--- config.mk ---
export PLATFORM = sky130hd
export DESIGN_NAME = imm_gen_pipe
export DESIGN_NICKNAME = d
export VERILOG_FILES = /design/src/rtl/imm_gen_pipe.sv
export SDC_FILE = /design/constraint.sdc
export NUM_CORES = 1
export LEC_CHECK = 0
export CELL_PAD_IN_SITES_DETAIL_PLACEMENT = 0
export CELL_PAD_IN_SITES_GLOBAL_PLACEMENT = 1
export CORE_ASPECT_RATIO = 1.5
export CORE_UTILIZATION = 30
export DETAILED_ROUTE_END_ITERATION = 7
export DONT_BUFFER_PORTS = 1
export PLACE_DENSITY_LB_ADDON = 0.05
export SLEW_MARGIN = 20
export SYNTH_ARGS = -nofsm -noshare
export SYNTH_HDL_FRONTEND = slang
export SYNTH_SLANG_ARGS = --single-unit
--- constraint.sdc ---
create_clock -name clk_i -period 2.3 [get_ports clk_i]
set_clock_uncertainty 0.1 [all_clocks]
set_input_delay 0.23 -clock clk_i [delete_from_list [all_inputs] [get_ports clk_i]]
set_output_delay 0.23 -clock clk_i [all_outputs]
set_load 0.02 [all_outputs]
--- src/rtl/imm_gen_pipe.sv ---
// RV32I/RV64I immediate generator with branch/jump target adder, registered behind a
// valid/ready stage with an optional skid entry and synchronous flush.
module imm_gen_pipe #(
    parameter int XLEN = 32,
    parameter int SKID = 1
) (
    input  logic            clk_i,
    input  logic            rst_i,
    input  logic            flush_i,
    input  logic            in_valid_i,
    output logic            in_ready_o,
    input  logic [31:0]     instr_i,
    input  logic [XLEN-1:0] pc_i,
    output logic            out_valid_o,
    input  logic            out_ready_i,
    output logic [XLEN-1:0] imm_o,
    output logic [XLEN-1:0] tgt_o,
    output logic [2:0]      fmt_o,
    output logic            illegal_o
);

    localparam logic [2:0] FMT_R   = 3'd0;
    localparam logic [2:0] FMT_I   = 3'd1;
    localparam logic [2:0] FMT_S   = 3'd2;
    localparam logic [2:0] FMT_B   = 3'd3;
    localparam logic [2:0] FMT_U   = 3'd4;
    localparam logic [2:0] FMT_J   = 3'd5;
    localparam logic [2:0] FMT_ILL = 3'd7;

    typedef struct packed {
        logic [XLEN-1:0] imm;
        logic [XLEN-1:0] tgt;
        logic [2:0]      fmt;
        logic            illegal;
    } entry_t;

    typedef enum logic [1:0] {
        ST_EMPTY = 2'd0,
        ST_ONE   = 2'd1,
        ST_TWO   = 2'd2
    } state_t;

    // Upper bits are pre-filled with instr[31]; each format then overwrites its low field.
    function automatic entry_t decode(input logic [31:0] instr, input logic [XLEN-1:0] pc);
        entry_t e;
        e.imm     = {XLEN{instr[31]}};
        e.fmt     = FMT_R;
        e.illegal = 1'b0;
        case (instr[6:0])
            7'b0000011, 7'b0010011, 7'b1100111, 7'b1110011: begin
                e.fmt       = FMT_I;
                e.imm[11:0] = instr[31:20];
            end
            7'b0100011: begin
                e.fmt       = FMT_S;
                e.imm[11:0] = {instr[31:25], instr[11:7]};
            end
            7'b1100011: begin
                e.fmt       = FMT_B;
                e.imm[12:0] = {instr[31], instr[7], instr[30:25], instr[11:8], 1'b0};
            end
            7'b0110111, 7'b0010111: begin
                e.fmt       = FMT_U;
                e.imm[31:0] = {instr[31:12], 12'b0};
            end
            7'b1101111: begin
                e.fmt       = FMT_J;
                e.imm[20:0] = {instr[31], instr[19:12], instr[20], instr[30:21], 1'b0};
            end
            7'b0110011: begin
                e.fmt = FMT_R;
                e.imm = '0;
            end
            default: begin
                e.fmt     = FMT_ILL;
                e.illegal = 1'b1;
                e.imm     = '0;
            end
        endcase
        e.tgt = pc + e.imm;
        return e;
    endfunction

    state_t state_r;
    state_t state_next_s;
    entry_t main_r;
    entry_t skid_r;
    entry_t new_s;
    logic   main_valid_r;
    logic   in_ready_r;
    logic   in_ready_s;
    logic   accept_s;
    logic   load_main_new_s;
    logic   load_main_skid_s;
    logic   load_skid_s;

    assign new_s      = decode(instr_i, pc_i);
    assign in_ready_s = (SKID != 0) ? in_ready_r : (!main_valid_r || out_ready_i);
    assign accept_s   = in_valid_i && in_ready_s;

    // Next-state and load selection; flush overrides every transfer.
    always_comb begin
        state_next_s     = state_r;
        load_main_new_s  = 1'b0;
        load_main_skid_s = 1'b0;
        load_skid_s      = 1'b0;
        if (flush_i) begin
            state_next_s = ST_EMPTY;
        end else begin
            case (state_r)
                ST_EMPTY: begin
                    if (accept_s) begin
                        load_main_new_s = 1'b1;
                        state_next_s    = ST_ONE;
                    end else begin
                        state_next_s = ST_EMPTY;
                    end
                end
                ST_ONE: begin
                    if (accept_s && out_ready_i) begin
                        load_main_new_s = 1'b1;
                        state_next_s    = ST_ONE;
                    end else if (accept_s) begin
                        // Only reachable with a skid entry; main is stalled so park the newcomer.
                        if (SKID != 0) begin
                            load_skid_s  = 1'b1;
                            state_next_s = ST_TWO;
                        end else begin
                            state_next_s = ST_ONE;
                        end
                    end else if (out_ready_i) begin
                        state_next_s = ST_EMPTY;
                    end else begin
                        state_next_s = ST_ONE;
                    end
                end
                ST_TWO: begin
                    if (out_ready_i) begin
                        load_main_skid_s = 1'b1;
                        state_next_s     = ST_ONE;
                    end else begin
                        state_next_s = ST_TWO;
                    end
                end
                default: begin
                    state_next_s = ST_EMPTY;
                end
            endcase
        end
    end

    // State register plus registered valid/ready flags derived from the next state.
    always_ff @(posedge clk_i or negedge rst_i) begin
        if (!rst_i) begin
            state_r      <= ST_EMPTY;
            main_valid_r <= 1'b0;
            in_ready_r   <= 1'b1;
        end else begin
            state_r      <= state_next_s;
            main_valid_r <= (state_next_s != ST_EMPTY);
            in_ready_r   <= (state_next_s != ST_TWO);
        end
    end

    // Payload registers for the output entry and the skid entry.
    always_ff @(posedge clk_i or negedge rst_i) begin
        if (!rst_i) begin
            main_r <= '0;
            skid_r <= '0;
        end else if (flush_i) begin
            main_r <= '0;
            skid_r <= '0;
        end else begin
            if (load_main_new_s) begin
                main_r <= new_s;
            end else if (load_main_skid_s) begin
                main_r <= skid_r;
            end else begin
                main_r <= main_r;
            end
            if (load_skid_s) begin
                skid_r <= new_s;
            end else begin
                skid_r <= skid_r;
            end
        end
    end

    assign in_ready_o  = in_ready_s;
    assign out_valid_o = main_valid_r;
    assign imm_o       = main_r.imm;
    assign tgt_o       = main_r.tgt;
    assign fmt_o       = main_r.fmt;
    assign illegal_o   = main_r.illegal;

endmodule

==> run summary <==
The post-synthesis cell area is 8340 µm². Across the run, the number of max-cap violations was 0. The share of total power dissipated in the clock network is 0.405.

The number of endpoints with negative hold slack in the final report is 140. After synthesis, the cell types taking the most area are sky130_fd_sc_hd__dfrtp_1 42%, sky130_fd_sc_hd__mux2i_1 6.1%, sky130_fd_sc_hd__ha_1 6.0%. The routing layer with the top usage in global route is met2. The source-to-sink clock delay at the later pin of the worst-skew pair is 450 ps. The max-slew violation total from the final report came out at 0. The transition time at the pin with the least slew margin came out at 472 ps.

The final-layout setup total negative slack came out at -17190 ps. In this run the worst hold path is classified as primary input to async pin. The post-route total power is 6.73 mW.

The timing-limited maximum frequency came out at 346 MHz. The met3 global-route usage came out at 0.0577. The number of routed nets with antenna violations came out at 0. The portion of the post-synthesis area used by sequential elements is 0.420.

The total number of clock tree sinks is 140. The detailed-placement wirelength estimate is 20.3 mm. The switching part of the total came out at 0.309. The flip-flop and latch count after synthesis is 140.

At the end of routability-driven placement, the weighted congestion stood at 0.824. The setup-violating endpoint count in the final report came out at 46. The TritonCTS clock tree is built. The full die area came out at 28500 µm².

The register-to-register setup slack is 0 ps. The final layout net count is 1107. During synthesis, Yosys emitted a total of 0 warnings. After clock tree synthesis, the clock-pin slew on the worst setup and hold paths is 70 ps. The synthesized netlist cell count is 845. The initial antenna violation count is 0. For this design the static power due to leakage is 5.74 nW.

The type of destination of the critical path is a flip-flop. The met2 usage in global routing is 0.380. The critical setup path kind is primary input to flip-flop.

The horizontal die dimension is 138 µm. Of the available clock period, the critical path in the final layout requires 1.26. The detailed router finished its first iteration with 278 violations. The maximum number of pins on one net before global-route repair came out at 141. The vertical die dimension came out at 206 µm.

The cell sitting at the root of the clock tree is a sky130_fd_sc_hd__clkbuf_16. For this block, the via count after detailed routing is 7288. Counting the fill cells in the layout gives 2617. The peak fanout along the critical path is 14. The count of pins on the block boundary came out at 139. The final global-route overflow total came out at 0. The internal power of the cells totals 4.65 mW. Of the post-synthesis cell area, the dominant cell type holds 0.417. The most instantiated flip-flop cell in the synthesis netlist is sky130_fd_sc_hd__dfrtp_1.

The initial utilization of the core area, before any placement, comes to 0.305. The number of global-route vias before repair is 7559. The count of flip-flops with a built-in enable after synthesis came out at 0. Summed over all instances, the cell type with the most area after synthesis is sky130_fd_sc_hd__dfrtp_1. The final routed DRC violation total came out at 20.

At the worst endpoint, the arrival time is 3130 ps. The met1 track demand over resource in global routing came out at 0.233. Of all flip-flops after synthesis, the portion carrying an async set or reset was 1.00. Of the cells placed in the final design, the portion with a size suffix greater than 1 is 0.404. The core footprint is 27300 µm². Setup repair after global routing could not meet its margin everywhere. The routed wire length per instance is 21.3 µm. The worst supply voltage drop on vdd is 0.583 mV. The first global-routing pass estimated 44.6 mm of wire.

The total inserted antenna cells came out at 0. The shortest clock period the worst path allows after layout came out at 2890 ps. The H-tree depth reported by CTS came out at 4. In this run, CTS created clock tree buffers numbering 17. The floorplan has 74 rows. From synthesis to final layout, the design area changed by 43.2%.

The worst pin sits at a relative slew slack of 0.680. The post-synthesis area per instance came out at 9.87 µm². The portion of total power attributed to combinational logic is 0.169. Counting tap cells, the placed design contains a total of 1283 instances.

Across all hold checks on the routed design, the worst slack comes to -626 ps. The post-synthesis cell type count is 74. The total net switching power is 2.08 mW. The number of iterations in the first detailed-routing pass came out at 7. The number of cells in the finished layout apart from fillers is 1352.

Data on the critical path is required at its endpoint by 2540 ps. The global-route total usage across every layer came out at 0.210. The net count after synthesis is 955. The maximum buffer depth of the clock tree is 2. The worst setup timing slack at the placement stage is -1450 ps. The total routed wirelength came out at 28.8 mm. Dividing total power by cell area gives a power density of 563 nW/µm². Buffers placed on the I/O ports in this run total 0. The worst setup path is launched from a primary input.

The final reports fail on DRC, hold timing, setup timing. The final worst setup slack came out at -588 ps. Using the TritonRoute via totals, the vias-per-cell ratio works out to 5.39. The sequential share of power came out at 0.426.

The run finished, with violations left.
## power groups by stage
stage / registers [mW] / clock network [mW] / logic, mW
2_1_floorplan: 2.86 / 0 / 0.644
3_3_place_gp: 2.91 / 0 / 0.916
3_5_place_dp: 2.92 / 0 / 0.930
4_1_cts: 2.87 / 2.80 / 1.06
5_1_grt: 2.88 / 2.88 / 1.25
6_report: 2.87 / 2.72 / 1.14
## sequential cells by signal, summed over array words and instances (netlist names)
| register | flops |
|---|---|
| skid_r | 68 |
| illegal_o | 1 |
| imm_o | 32 |
| tgt_o | 32 |
| in_ready_o | 1 |
| out_valid_o | 1 |
| state_r | 2 |
| fmt_o | 3 |
## worst paths after layout
path,start,to,cells past startpoint
setup / recovery,instr_i[6],tgt_o[23]$_DFFE_PN0P_,17
hold / removal,rst_i,skid_r[36]$_DFFE_PN0P_,0
setup reg to reg,in_ready_o$_DFF_PN1_,tgt_o[19]$_DFFE_PN0P_,7
hold reg to reg,skid_r[2]$_DFFE_PN0P_,skid_r[2]$_DFFE_PN0P_,2
max in group asynchronous,rst_i,in_ready_o$_DFF_PN1_,0
min in group clk_i,instr_i[29],skid_r[45]$_DFFE_PN0P_,2
## placed cells by master, fill, tap and decap left out, drive strengths merged, types with 9 or more instances in the layout
cell	Yosys	routed
a211oi	58	58
a21o	24	24
a21oi	54	54
a22o	51	51
and2	11	11
buf	16	180
clkbuf	44	18
dfrtp	139	139
dlygate4sd3	0	13
ha	40	40
inv	21	27
mux2	18	18
mux2i	51	51
nand2	48	48
nand3	20	20
nor2	72	72
nor3	9	9
o21a	10	10
o21ai	44	44
xnor2	12	12
xor2	13	13
## layout make-up
type,count,area (µm²),share of cell area
multi-input combinational,624,5700,0.477
inverter,21,78.8,0.00660
clock buffer,18,429,0.0359
sequential,140,3500,0.293
clock inverter,14,134,0.0112
tap,342,428,0.0358
timing repair buffer,193,1670,0.140
## routing by layer
| layer | share of wire | vias up |
|---|---|---|
| met1 | 0.39 | 3639 |
| met4 | 0.020 | 0 |
| li1 | - | 3457 |
| met2 | 0.53 | 163 |
| met5 | 0 | - |
| met3 | 0.058 | 29 |
## cell usage after synthesis, drive strengths merged (11+ instances only)
| cell | instances |
|---|---|
| dfrtp | 139 |
| nor2 | 72 |
| a211oi | 58 |
| a21oi | 54 |
| a22o | 51 |
| mux2i | 51 |
| nand2 | 48 |
| clkbuf | 44 |
| o21ai | 44 |
| ha | 40 |
| a21o | 24 |
| inv | 21 |
| nand3 | 20 |
| mux2 | 18 |
| buf | 16 |
| xor2 | 13 |
| xnor2 | 12 |
| and2 | 11 |
## cells by family (layout without fill, tap and decap cells)
| family | after synthesis | after routing | synth area share |
|---|---|---|---|
| AO/OA/AOI/OAI | 289 | 289 | 0.251 |
| AND/OR/NAND/NOR | 200 | 200 | 0.115 |
| flip-flops | 140 | 140 | 0.420 |
| buffers and inverters | 81 | 246 | 0.0378 |
| multiplexers | 69 | 69 | 0.0855 |
| adder cells (fa/ha/maj) | 41 | 41 | 0.0624 |
| XOR/XNOR | 25 | 25 | 0.0281 |
## per-stage QoR
stage,area [µm²],util
finish,11900,0.437
floorplan,8580,-
global placement,10000,0.366
CTS,11500,0.423
global route,11900,0.437
detailed placement,10000,0.366
## worst max-delay path, cell delays in order
cell and delay, ps:
sky130_fd_sc_hd__nand3_4 60, sky130_fd_sc_hd__o21ai_2 50, sky130_fd_sc_hd__nand2_1 80, sky130_fd_sc_hd__o21ai_1 130, sky130_fd_sc_hd__and3_4 260, sky130_fd_sc_hd__or2_4 190
sky130_fd_sc_hd__and2_4 200, sky130_fd_sc_hd__ha_4 230, sky130_fd_sc_hd__a221oi_2 250, sky130_fd_sc_hd__o21ai_1 120, sky130_fd_sc_hd__a21oi_2 180, sky130_fd_sc_hd__a211oi_4 80
sky130_fd_sc_hd__buf_6 150, sky130_fd_sc_hd__o21ai_4 170, sky130_fd_sc_hd__a211oi_4 100, sky130_fd_sc_hd__or4_1 480, sky130_fd_sc_hd__and3_1 180
## what timing repair did
action | CTS | global route
setup buffers | 26 | 9
pin swaps | 88 | 69
hold buffers | 8 | 6
endpoints found under the hold margin | 214 | 205
endpoints found under the setup margin | 54 | 51
gates resized for setup | 145 | 52
Power figures use the tool's default switching activity.
